**src/rtl/layer7_pkg.sv**
```systemverilog
// layer7_pkg: shared constants and loader state type for the layer-7 weight path.
//   load_state_t      - weight loader FSM states (IDLE/LOAD/DONE)
//   LAYER7_WEIGHT_NUM - weights per layer-7 load; also sizes the weight memory
//   LAYER7_WEIGHT_W   - width of one weight
package layer7_pkg;

    typedef enum logic [1:0] {IDLE, LOAD, DONE} load_state_t;

    localparam int LAYER7_WEIGHT_NUM = 2000;
    localparam int LAYER7_WEIGHT_W   = 16;

endpackage

```
**src/rtl/layer7_weight_loader.sv**
```systemverilog
// layer7_weight_loader: unpacks a stream of two-weight bus words into sequential single-weight memory writes.
// Ports:
//   clk, rst            - clock; asynchronous active-high reset (aborts any load in progress)
//   start               - begin a load of WEIGHT_NUM weights (honoured only in IDLE)
//   in_valid, in_data   - source word; [DATA_W-1:0] is weight n, upper half is weight n+1
//   in_ready            - word accepted on in_valid && in_ready
//   write_weight_signal - one-cycle write strobe per weight
//   write_weight_addr   - write address (held when strobe low)
//   write_weight_data   - write data (held when strobe low)
//   busy                - load in progress
//   done                - one-cycle pulse after the final weight write
module layer7_weight_loader
    import layer7_pkg::*;
#(
    parameter int WEIGHT_NUM = LAYER7_WEIGHT_NUM,
    parameter int ADDR_W     = 16,
    parameter int DATA_W     = LAYER7_WEIGHT_W
) (
    input  logic                clk,
    input  logic                rst,
    input  logic                start,
    input  logic                in_valid,
    input  logic [2*DATA_W-1:0] in_data,
    output logic                in_ready,
    output logic                write_weight_signal,
    output logic [ADDR_W-1:0]   write_weight_addr,
    output logic [DATA_W-1:0]   write_weight_data,
    output logic                busy,
    output logic                done
);

    localparam logic [ADDR_W-1:0] TOTAL = ADDR_W'(WEIGHT_NUM);

    load_state_t       state, state_nx;
    logic              phase, phase_nx;
    logic              wr_nx;
    logic [ADDR_W-1:0] cnt, cnt_nx, cnt_inc, addr_nx;
    logic [DATA_W-1:0] hi_buf, hi_nx, data_nx;

    assign cnt_inc  = cnt + 1'b1;
    assign in_ready = (state == LOAD) && !phase;
    assign busy     = state == LOAD;
    assign done     = state == DONE;

    // cnt is the address of the next write; reaching TOTAL means every weight
    // is written. The phase-1 slot that follows the final write (either a
    // discarded odd high half or a forced extra phase-1 cycle) moves to DONE,
    // which keeps in_ready low and places done one cycle after that write.
    always_comb begin
        state_nx = state;
        phase_nx = phase;
        cnt_nx   = cnt;
        hi_nx    = hi_buf;
        wr_nx    = 1'b0;
        addr_nx  = write_weight_addr;
        data_nx  = write_weight_data;
        case (state)
            IDLE: begin
                if (start) begin
                    state_nx = LOAD;
                    phase_nx = 1'b0;
                    cnt_nx   = '0;
                end
            end
            LOAD: begin
                if (phase) begin
                    if (cnt == TOTAL) begin
                        state_nx = DONE;
                        phase_nx = 1'b0;
                    end else begin
                        wr_nx    = 1'b1;
                        addr_nx  = cnt;
                        data_nx  = hi_buf;
                        cnt_nx   = cnt_inc;
                        phase_nx = cnt_inc == TOTAL;
                    end
                end else if (in_valid) begin
                    wr_nx    = 1'b1;
                    addr_nx  = cnt;
                    data_nx  = in_data[DATA_W-1:0];
                    hi_nx    = in_data[2*DATA_W-1:DATA_W];
                    cnt_nx   = cnt_inc;
                    phase_nx = 1'b1;
                end
            end
            DONE: begin
                state_nx = IDLE;
                phase_nx = 1'b0;
            end
            default: begin
                state_nx = IDLE;
                phase_nx = 1'b0;
            end
        endcase
    end

    always_ff @(posedge clk or posedge rst) begin
        if (rst) begin
            state               <= IDLE;
            phase               <= 1'b0;
            cnt                 <= '0;
            hi_buf              <= '0;
            write_weight_signal <= 1'b0;
            write_weight_addr   <= '0;
            write_weight_data   <= '0;
        end else begin
            state               <= state_nx;
            phase               <= phase_nx;
            cnt                 <= cnt_nx;
            hi_buf              <= hi_nx;
            write_weight_signal <= wr_nx;
            write_weight_addr   <= addr_nx;
            write_weight_data   <= data_nx;
        end
    end

endmodule

```
**config.mk**
```make
export PLATFORM = sky130hd
export DESIGN_NAME = layer7_weight_loader
export DESIGN_NICKNAME = d
export VERILOG_FILES = /design/src/rtl/layer7_pkg.sv /design/src/rtl/layer7_weight_loader.sv
export SDC_FILE = /design/constraint.sdc
export NUM_CORES = 1
export LEC_CHECK = 0
export CAP_MARGIN = 20
export CORE_ASPECT_RATIO = 1.5
export CORE_MARGIN = 4
export CORE_UTILIZATION = 50
export DETAILED_ROUTE_END_ITERATION = 8
export PLACE_DENSITY_LB_ADDON = 0.15
export REMOVE_ABC_BUFFERS = 1
export SKIP_LAST_GASP = 1
export SLEW_MARGIN = 5
export SYNTH_ARGS = -nofsm -noshare
export SYNTH_HDL_FRONTEND = slang
export SYNTH_SLANG_ARGS = --single-unit
```
**constraint.sdc**
```tcl
create_clock -name clk -period 2.55 [get_ports clk]
set_clock_uncertainty 0.15 [all_clocks]
set_input_delay 0.51 -clock clk [delete_from_list [all_inputs] [get_ports clk]]
set_output_delay 0.51 -clock clk [all_outputs]
set_load 0.05 [all_outputs]
```
== After elaboration in Yosys (flattened, before gate mapping) ==
Index checks and enable logic that the tools add are counted.

* Bits in registers: 68
* Bits of input ports: 36
* Output and inout bits: 36

* $add $sub $neg: 1
* Eq/ne operators: 10
* Mux-type cells: 23
* Bitwise logic cells: 1
* Reduce and logical (&&, ||, !) cells: 9

{| class="wikitable"
|+ Operators by type and width
! kind !! number
|-
| $mux 16 || 10
|-
| $eq 16x11->1 const B || 2
|-
| $pmux 16 s2 || 1
|-
| $add 16x1->16 const B || 1
|-
| $reduce_and 3->1 || 3
|-
| $mux 1 || 7
|-
| $mux 2 || 3
|-
| $ne 2x1->1 const B || 2
|-
| $ne 2x2->1 const B || 2
|-
| $pmux 2 s2 || 1
|-
| $reduce_and 4->1 || 1
|-
| $reduce_bool 2->1 || 2
|-
| $ne 3x2->1 const B || 1
|-
| $ne 3x3->1 const B || 1
|-
| $eq 2x1->1 const B || 1
|-
| $eq 2x2->1 const B || 1
|-
| $logic_not 2->1 || 1
|-
| $pmux 1 s2 || 1
|-
| $logic_and 1x1->1 || 1
|-
| $logic_not 1->1 || 1
|-
| $not 1->1 || 1
|}

== Depth between registers and ports, before layout ==
Gate-level depths: netlist (run 1).

* Word-level depth: 5
* Depth in mapped cells: 10

== Worst setup path before layout (run 1) ==
OpenSTA, ideal clock, no wires.

* Kind: register to register
* From: reg state[1]
* To: reg hi_buf[0]
* Arrival: 2.190 ns
* Required time: 2.275 ns
* Slack: 0.085 ns
* Stages on the path, launching flop included: 7
* Path buffers: 2
* Cells stage by stage: dfrtp_1 > nand2b_1 > nor2_1 > and2_1 > buf_2 > buf_2 > mux2_2

* Longest elaborated chain between the ends: 2

{| class="wikitable"
|+ Ends and longest elaborated chain
! element !! RTL line !! text
|-
| start: declaration || layer7_weight_loader.sv:34 || <nowiki>load_state_t state, state_nx;</nowiki>
|-
| start signal: assignment || layer7_weight_loader.sv:107 || <nowiki>state <= state_nx;</nowiki>
|-
| $eq 2x1->1 || layer7_weight_loader.sv:57 || <nowiki>case (state)</nowiki>
|-
| $reduce_and 3->1 (no line) || -- ||
|-
| end signal: assignment || layer7_weight_loader.sv:110 || <nowiki>hi_buf <= hi_nx;</nowiki>
|-
| end: declaration || layer7_weight_loader.sv:38 || <nowiki>logic [DATA_W-1:0] hi_buf, hi_nx, data_nx;</nowiki>
|}

No other way between the ends.
A chain may end at the register's enable or synchronous reset.

== Final worst setup path (run 1) ==
* From: reg state[0]
* To: out done

* Longest elaborated chain between the ends: 1

{| class="wikitable"
|+ Ends and longest elaborated chain
! element !! RTL line !! text
|-
| $eq 2x2->1 || layer7_weight_loader.sv:43 || <nowiki>assign done = state == DONE;</nowiki>
|-
| end: declaration || layer7_weight_loader.sv:29 || <nowiki>output logic done</nowiki>
|}

No other way between the ends.

==> results of run 1 <==
## registers in the layout, summed over array words and instances (netlist names)
name / flops
phase: 1
hi_buf: 16
write_weight_signal: 1
state: 2
cnt: 16
write_weight_data: 16
write_weight_addr: 16
## worst min-delay path by stage
| stage | start | slack (ns) | cells after the start | to |
|---|---|---|---|---|
| floorplan | state[1]$_DFFE_PP0P_ | 0.30 | 1 | state[0]$_DFFE_PP0P_ |
| global placement | write_weight_addr[8]$_DFFE_PP0P_ | 0.31 | 2 | write_weight_addr[8]$_DFFE_PP0P_ |
| detailed placement | write_weight_addr[13]$_DFFE_PP0P_ | 0.31 | 2 | write_weight_addr[13]$_DFFE_PP0P_ |
| CTS | write_weight_addr[13]$_DFFE_PP0P_ | 0.33 | 2 | write_weight_addr[13]$_DFFE_PP0P_ |
| global route | write_weight_addr[13]$_DFFE_PP0P_ | 0.35 | 2 | write_weight_addr[13]$_DFFE_PP0P_ |
| finish | write_weight_addr[8]$_DFFE_PP0P_ | 0.32 | 2 | write_weight_addr[8]$_DFFE_PP0P_ |
## critical path, delay by kind of cell, from the launching register on
family	cells	cell delay, ns
DFF	1	0.44
and+or+nand+nor	1	0.15
buffers and inverters	1	0.82
## logic make-up after synthesis
logic type | after synthesis | share of synthesized area [%]
buffers and inverters | 26 | 4.13
XOR/XNOR | 1 | 0.270
multiplexers | 33 | 10.8
flip-flops | 68 | 52.5
adder cells (fa/ha/maj) | 2 | 0.772
AND/OR/NAND/NOR | 138 | 21.2
AO/OA/AOI/OAI | 49 | 10.3
## per-stage QoR
stage / cells / setup TNS [ns]
6_report: 465 / 0
5_1_grt: 465 / 0
4_1_cts: 465 / 0
3_5_place_dp: 451 / 0
3_3_place_gp: 451 / 0
2_1_floorplan: 297 / -13.35
## area by class of cell
class | instances | area share (%)
clock buffer | 12 | 3.69
clock inverter | 2 | 0.834
inverter | 6 | 0.596
multi-input combinational | 223 | 33.4
sequential | 68 | 40.5
tap | 74 | 2.21
timing repair buffer | 80 | 18.7
## cells in the final DEF (no fill, tap or decap), types with 10 or more instances in the layout
master           netlist  routed
mux2i_1               17      17
clkdlybuf4s50_1        0      69
o21ai_0               17      17
buf_4                  2      10
clkbuf_8               0      11
a211o_1               10      10
dfrtp_1               68      68
nand2_1               71      71
mux2_2                16      16
and3_1                12      12
nor3_1                11      11
## power by group through the flow
stage	clock (mW)	combinational [mW]	sequential (mW)
after global routing	0.949	0.940	1.38
after global placement	0	0.873	1.36
after detailed placement	0	0.882	1.37
after floorplan	0	0.278	1.63
after CTS	0.896	0.885	1.35
final	0.862	0.875	1.35
## metal layers
layer	wire (um)	track usage [%]	vias to the layer above
met5	0	0	-
met1	2700	22.5	1218
met4	150	8.03	0
met2	3690	32.2	78
li1	-	-	1242
met3	460	6.38	12
==> impl_metrics.json, run 1 <==
{
  "initial_utilization_pct": 52.1,
  "cp.required_ns": 1.89,
  "track_usage_pct": 19.4,
  "relSlewSlack_pct": 56.0,
  "power.switching_mw": 1.03,
  "viasPerCell": 5.48,
  "crit-reg2reg-capture": "cnt[9]$_DFFE_PP0P_",
  "swShare_pct": 33.3,
  "critPathKind": "register to output port",
  "grt.overflow.total": 0,
  "reg2reg_slack_ns": 0.34,
  "fin_crit_ns": 2.40,
  "antenna_found_initial": 0,
  "p_clk_share_pct": 27.9,
  "crit_end": "done",
  "cts_sinks": 68,
  "rsz0062_at_grt": "false",
  "crit_start": "state[0]$_DFFE_PP0P_",
  "critPathLaunchType": "register",
  "synth_top_area_cell": "dfrtp_1",
  "ys.warnings.count": 0,
  "multi_input_area_mm2": 0.00140,
  "n_antenna_cell": 0,
  "rr_startpoint": "cnt[14]$_DFFE_PP0P_",
  "wl_per_cell_um": 15.1,
  "cts_max_level": 3,
  "fmax_ghz": 0.416,
  "fin_total_pwr_mw": 3.09,
  "fillers": 508,
  "hold_buffers": 0,
  "ios": 72,
  "port_buffers": 71,
  "core-area_mm2": 0.00622,
  "drtAntennaViolNets": 0,
  "drive_gt1_share_pct": 13.6,
  "gp_congestion": 0.872,
  "post-cts-setup-buffers": 0,
  "root_buffer": "clkbuf_8",
  "synth_edf_count": 0,
  "finalCritPeriodShare_pct": 94.2,
  "final-max-slew-violation-count": 0,
  "ff2ff_path_depth": 5,
  "hold_slack_ns": 0.321,
  "cts_buffer_depth": 2,
  "worstPathMaxFanout": 6,
  "p_int_mw": 2.06,
  "seqPwrFrac_pct": 43.8,
  "drtPass1Iterations": 5,
  "finalInstanceArea_mm2": 0.00420,
  "drc": 0,
  "hold_violations": 0,
  "ctsResizeCount": 0,
  "synthFlopType": "dfrtp_1",
  "final-seq-area_mm2": 0.00170,
  "syn_to_final_growth_pct": 29.6,
  "leakage_nw": 1.93,
  "synthArstFlopShare_pct": 100,
  "setup_ws_ns": 0.149,
  "p_comb_share_pct": 28.3,
  "cts_made_buffers": 9,
  "synth_area_mm2": 0.00324,
  "routed_wl_mm": 7.01,
  "hpwlAfterDp_mm": 5.03,
  "die_h_um": 107,
  "slowest_delay_ns": 0.82,
  "vdd_ir_drop_max_uv": 484,
  "setup_viol": 0,
  "postSynthAreaPerCell_um2": 10.2,
  "worstPathCellList": "nor2b_1 > clkdlybuf4s50_1",
  "synth_top_area_share_pct": 52.5,
  "hp-class": "register to register",
  "outcome": "complete, no violations",
  "grt_pass1_wl_mm": 11.8,
  "synth_common_cells": "nand2_1 (71), dfrtp_1 (68), mux2i_1 (17), o21ai_0 (17), mux2_2 (16)",
  "rows": 35,
  "clock_latency_ns": 0.34,
  "syn_inst": 317,
  "via_count": 2550,
  "layout.nets": 426,
  "cp.arrival_ns": 1.74,
  "cp-end-kind": "output port",
  "cp_slowest_cell": "clkdlybuf4s50_1",
  "grt_pass1_vias": 2537,
  "grt_start_max_net_pins": 69,
  "die_w_um": 73.7,
  "dieArea_mm2": 0.00786,
  "synthTopCellsByArea": "dfrtp_1 (53%), nand2_1 (8.2%), mux2_2 (5.6%)",
  "path_clk_slew_ns": 0.07,
  "ys_seq_area_share_pct": 52.5,
  "synth_most_common_cell": "nand2_1",
  "fin_util_pct": 67.5,
  "placed_area_mm2": 0.00401,
  "drtIter0Drc": 161,
  "ys_types": 46,
  "powerDensity_mw_per_mm2": 736,
  "ys_ff_latch": 68,
  "preCtsSetupSlack_ns": 0.242,
  "max-cap-violations": 0,
  "max_slew.worst_pin.slew_ns": 0.655,
  "tritoncts": "done"
}
No activity file was read; power rests on OpenSTA's default activity.
==> inputs of run 2 (changes only) <==
- CORE_ASPECT_RATIO: 1.5 -> default
- CORE_MARGIN: 4 -> 2
==> run 2 against run 1 <==
Sequential power about the same. Global-route usage grew 1.0 points. Via count is 0.86% lower. Register-to-register slack worse by 0.09 ns. Total power up 6.7%. Maximum frequency grew 1.3%. Non-clock buffer count fell by 3. Critical path type unchanged. Critical endpoint unchanged. Largest power group unchanged.
==> impl_metrics.json, run 2 (synthesis results as in run 1) <==
{
  "setup_viol": 0,
  "routed_wl_mm": 6.85,
  "die_h_um": 84.5,
  "relSlewSlack_pct": 58.7,
  "cts_made_buffers": 9,
  "p_clk_share_pct": 33.0,
  "swShare_pct": 32.4,
  "via_count": 2528,
  "drc": 0,
  "power.switching_mw": 1.07,
  "n_antenna_cell": 0,
  "fmax_ghz": 0.422,
  "core-area_mm2": 0.00631,
  "cts_max_level": 3,
  "seqPwrFrac_pct": 41.5,
  "layout.nets": 423,
  "drive_gt1_share_pct": 13.6,
  "dp_cells": 451,
  "hp-class": "register to register",
  "grt.overflow.total": 0,
  "rsz0062_at_grt": "false",
  "gp_congestion": 0.839,
  "max-cap-violations": 0,
  "vdd_ir_drop_max_uv": 456,
  "path_clk_slew_ns": 0.07,
  "hpwlAfterDp_mm": 4.71,
  "cts_sinks": 68,
  "grt_start_max_net_pins": 59,
  "rows": 29,
  "critPathLaunchType": "register",
  "final-max-slew-violation-count": 0,
  "cp-end-kind": "output port",
  "initial_utilization_pct": 51.3,
  "reg2reg_slack_ns": 0.25,
  "drtAntennaViolNets": 0,
  "track_usage_pct": 20.4,
  "antenna_found_initial": 0,
  "outcome": "complete, no violations",
  "ctsResizeCount": 0,
  "fillers": 531,
  "ios": 72,
  "multi_input_area_mm2": 0.00140,
  "critPathKind": "register to output port",
  "most-common-layout-cells": "nand2_1 (71), clkdlybuf4s50_1 (69), dfrtp_1 (68)",
  "syn_to_final_growth_pct": 30.9,
  "grt_pass1_wl_mm": 11.6,
  "clock_latency_ns": 0.34,
  "finalCritPeriodShare_pct": 93.0,
  "fin_crit_ns": 2.37,
  "stdcell_count": 467,
  "hold_violations": 0,
  "cts_buffer_depth": 2,
  "wl_per_cell_um": 14.7,
  "final-seq-area_mm2": 0.00170,
  "cp.arrival_ns": 1.71,
  "grt_pass1_vias": 2466,
  "tritoncts": "done",
  "mostFrequentLayoutCell": "nand2_1",
  "powerDensity_mw_per_mm2": 778,
  "p_int_mw": 2.23,
  "die_w_um": 84.5,
  "max_slew.worst_pin.slew_ns": 0.614,
  "worstPathMaxFanout": 6,
  "drtIter0Drc": 109,
  "root_buffer": "clkbuf_8",
  "hold_slack_ns": 0.321,
  "viasPerCell": 5.41,
  "dieArea_mm2": 0.00714,
  "p_comb_share_pct": 25.5,
  "fin_total_pwr_mw": 3.30,
  "cp.required_ns": 1.89,
  "port_buffers": 71,
  "drtPass1Iterations": 4,
  "post-cts-setup-buffers": 0,
  "leakage_nw": 1.94,
  "hold_buffers": 0
}
[run 2: cell types whose count changed in the layout (fill, tap and decap cells not counted), sizes merged]
cell | before | now
clkinv | 1 | 2
clkinvlp | 0 | 1
buf | 11 | 8
clkbuf | 12 | 10
bufinv | 1 | 3
[run 2: metrics by stage]
| step | util (%) | setup TNS [ns] | cell area [um2] | setup slack [ns] |
|---|---|---|---|---|
| final | 67.1 | 0 | 4240 | 0.179 |
| after floorplan | - | -13.35 | 3130 | -0.576 |
| after CTS | 67.1 | 0 | 4240 | 0.163 |
| after global routing | 67.1 | 0 | 4240 | 0.0452 |
| after global placement | 63.2 | 0 | 3990 | 0.287 |
| after detailed placement | 63.2 | 0 | 3990 | 0.259 |
[run 2: worst max-delay path, stage by stage, from the launching register on]
cell	delay, ns
dfrtp_1	0.44
nor2b_1	0.12
clkdlybuf4s50_1	0.81
[run 2: area by class of cell]
type	instances	share of cell area (%)
Multi-Input combinational cell	223	33.1
Tap cell	77	2.27
Sequential cell	68	40.1
Clock buffer	10	3.25
Clock inverter	6	2.63
Inverter	6	0.590
Timing Repair Buffer	77	18.0
[run 2: final timing paths]
check	startpoint	endpoint	depth (start not counted)
worst max-delay path	state[0]$_DFFE_PP0P_	done	2
worst min register to register	write_weight_addr[9]$_DFFE_PP0P_	write_weight_addr[9]$_DFFE_PP0P_	2
worst min-delay path	write_weight_addr[9]$_DFFE_PP0P_	write_weight_addr[9]$_DFFE_PP0P_	2
worst max register to register	cnt[0]$_DFFE_PP0P_	phase$_DFFE_PP0N_	6
min in group asynchronous	rst	write_weight_data[4]$_DFFE_PP0P_	3
max in group asynchronous	rst	cnt[6]$_DFFE_PP0P_	3
[run 2: power groups by stage]
stage	logic, mW	registers [mW]	clock network [mW]
3_3_place_gp	0.833	1.38	0
6_report	0.840	1.37	1.09
5_1_grt	0.904	1.39	1.16
2_1_floorplan	0.278	1.63	0
3_5_place_dp	0.842	1.39	0
4_1_cts	0.848	1.37	1.11
[run 2: routing by layer]
metal,vias up,GRT usage [%],share of wire [%]
met1,1218,25.9,44
met3,7,6.78,6.1
li1,1237,-,-
met5,-,0,0
met2,66,33.1,49
met4,0,6.64,1.4
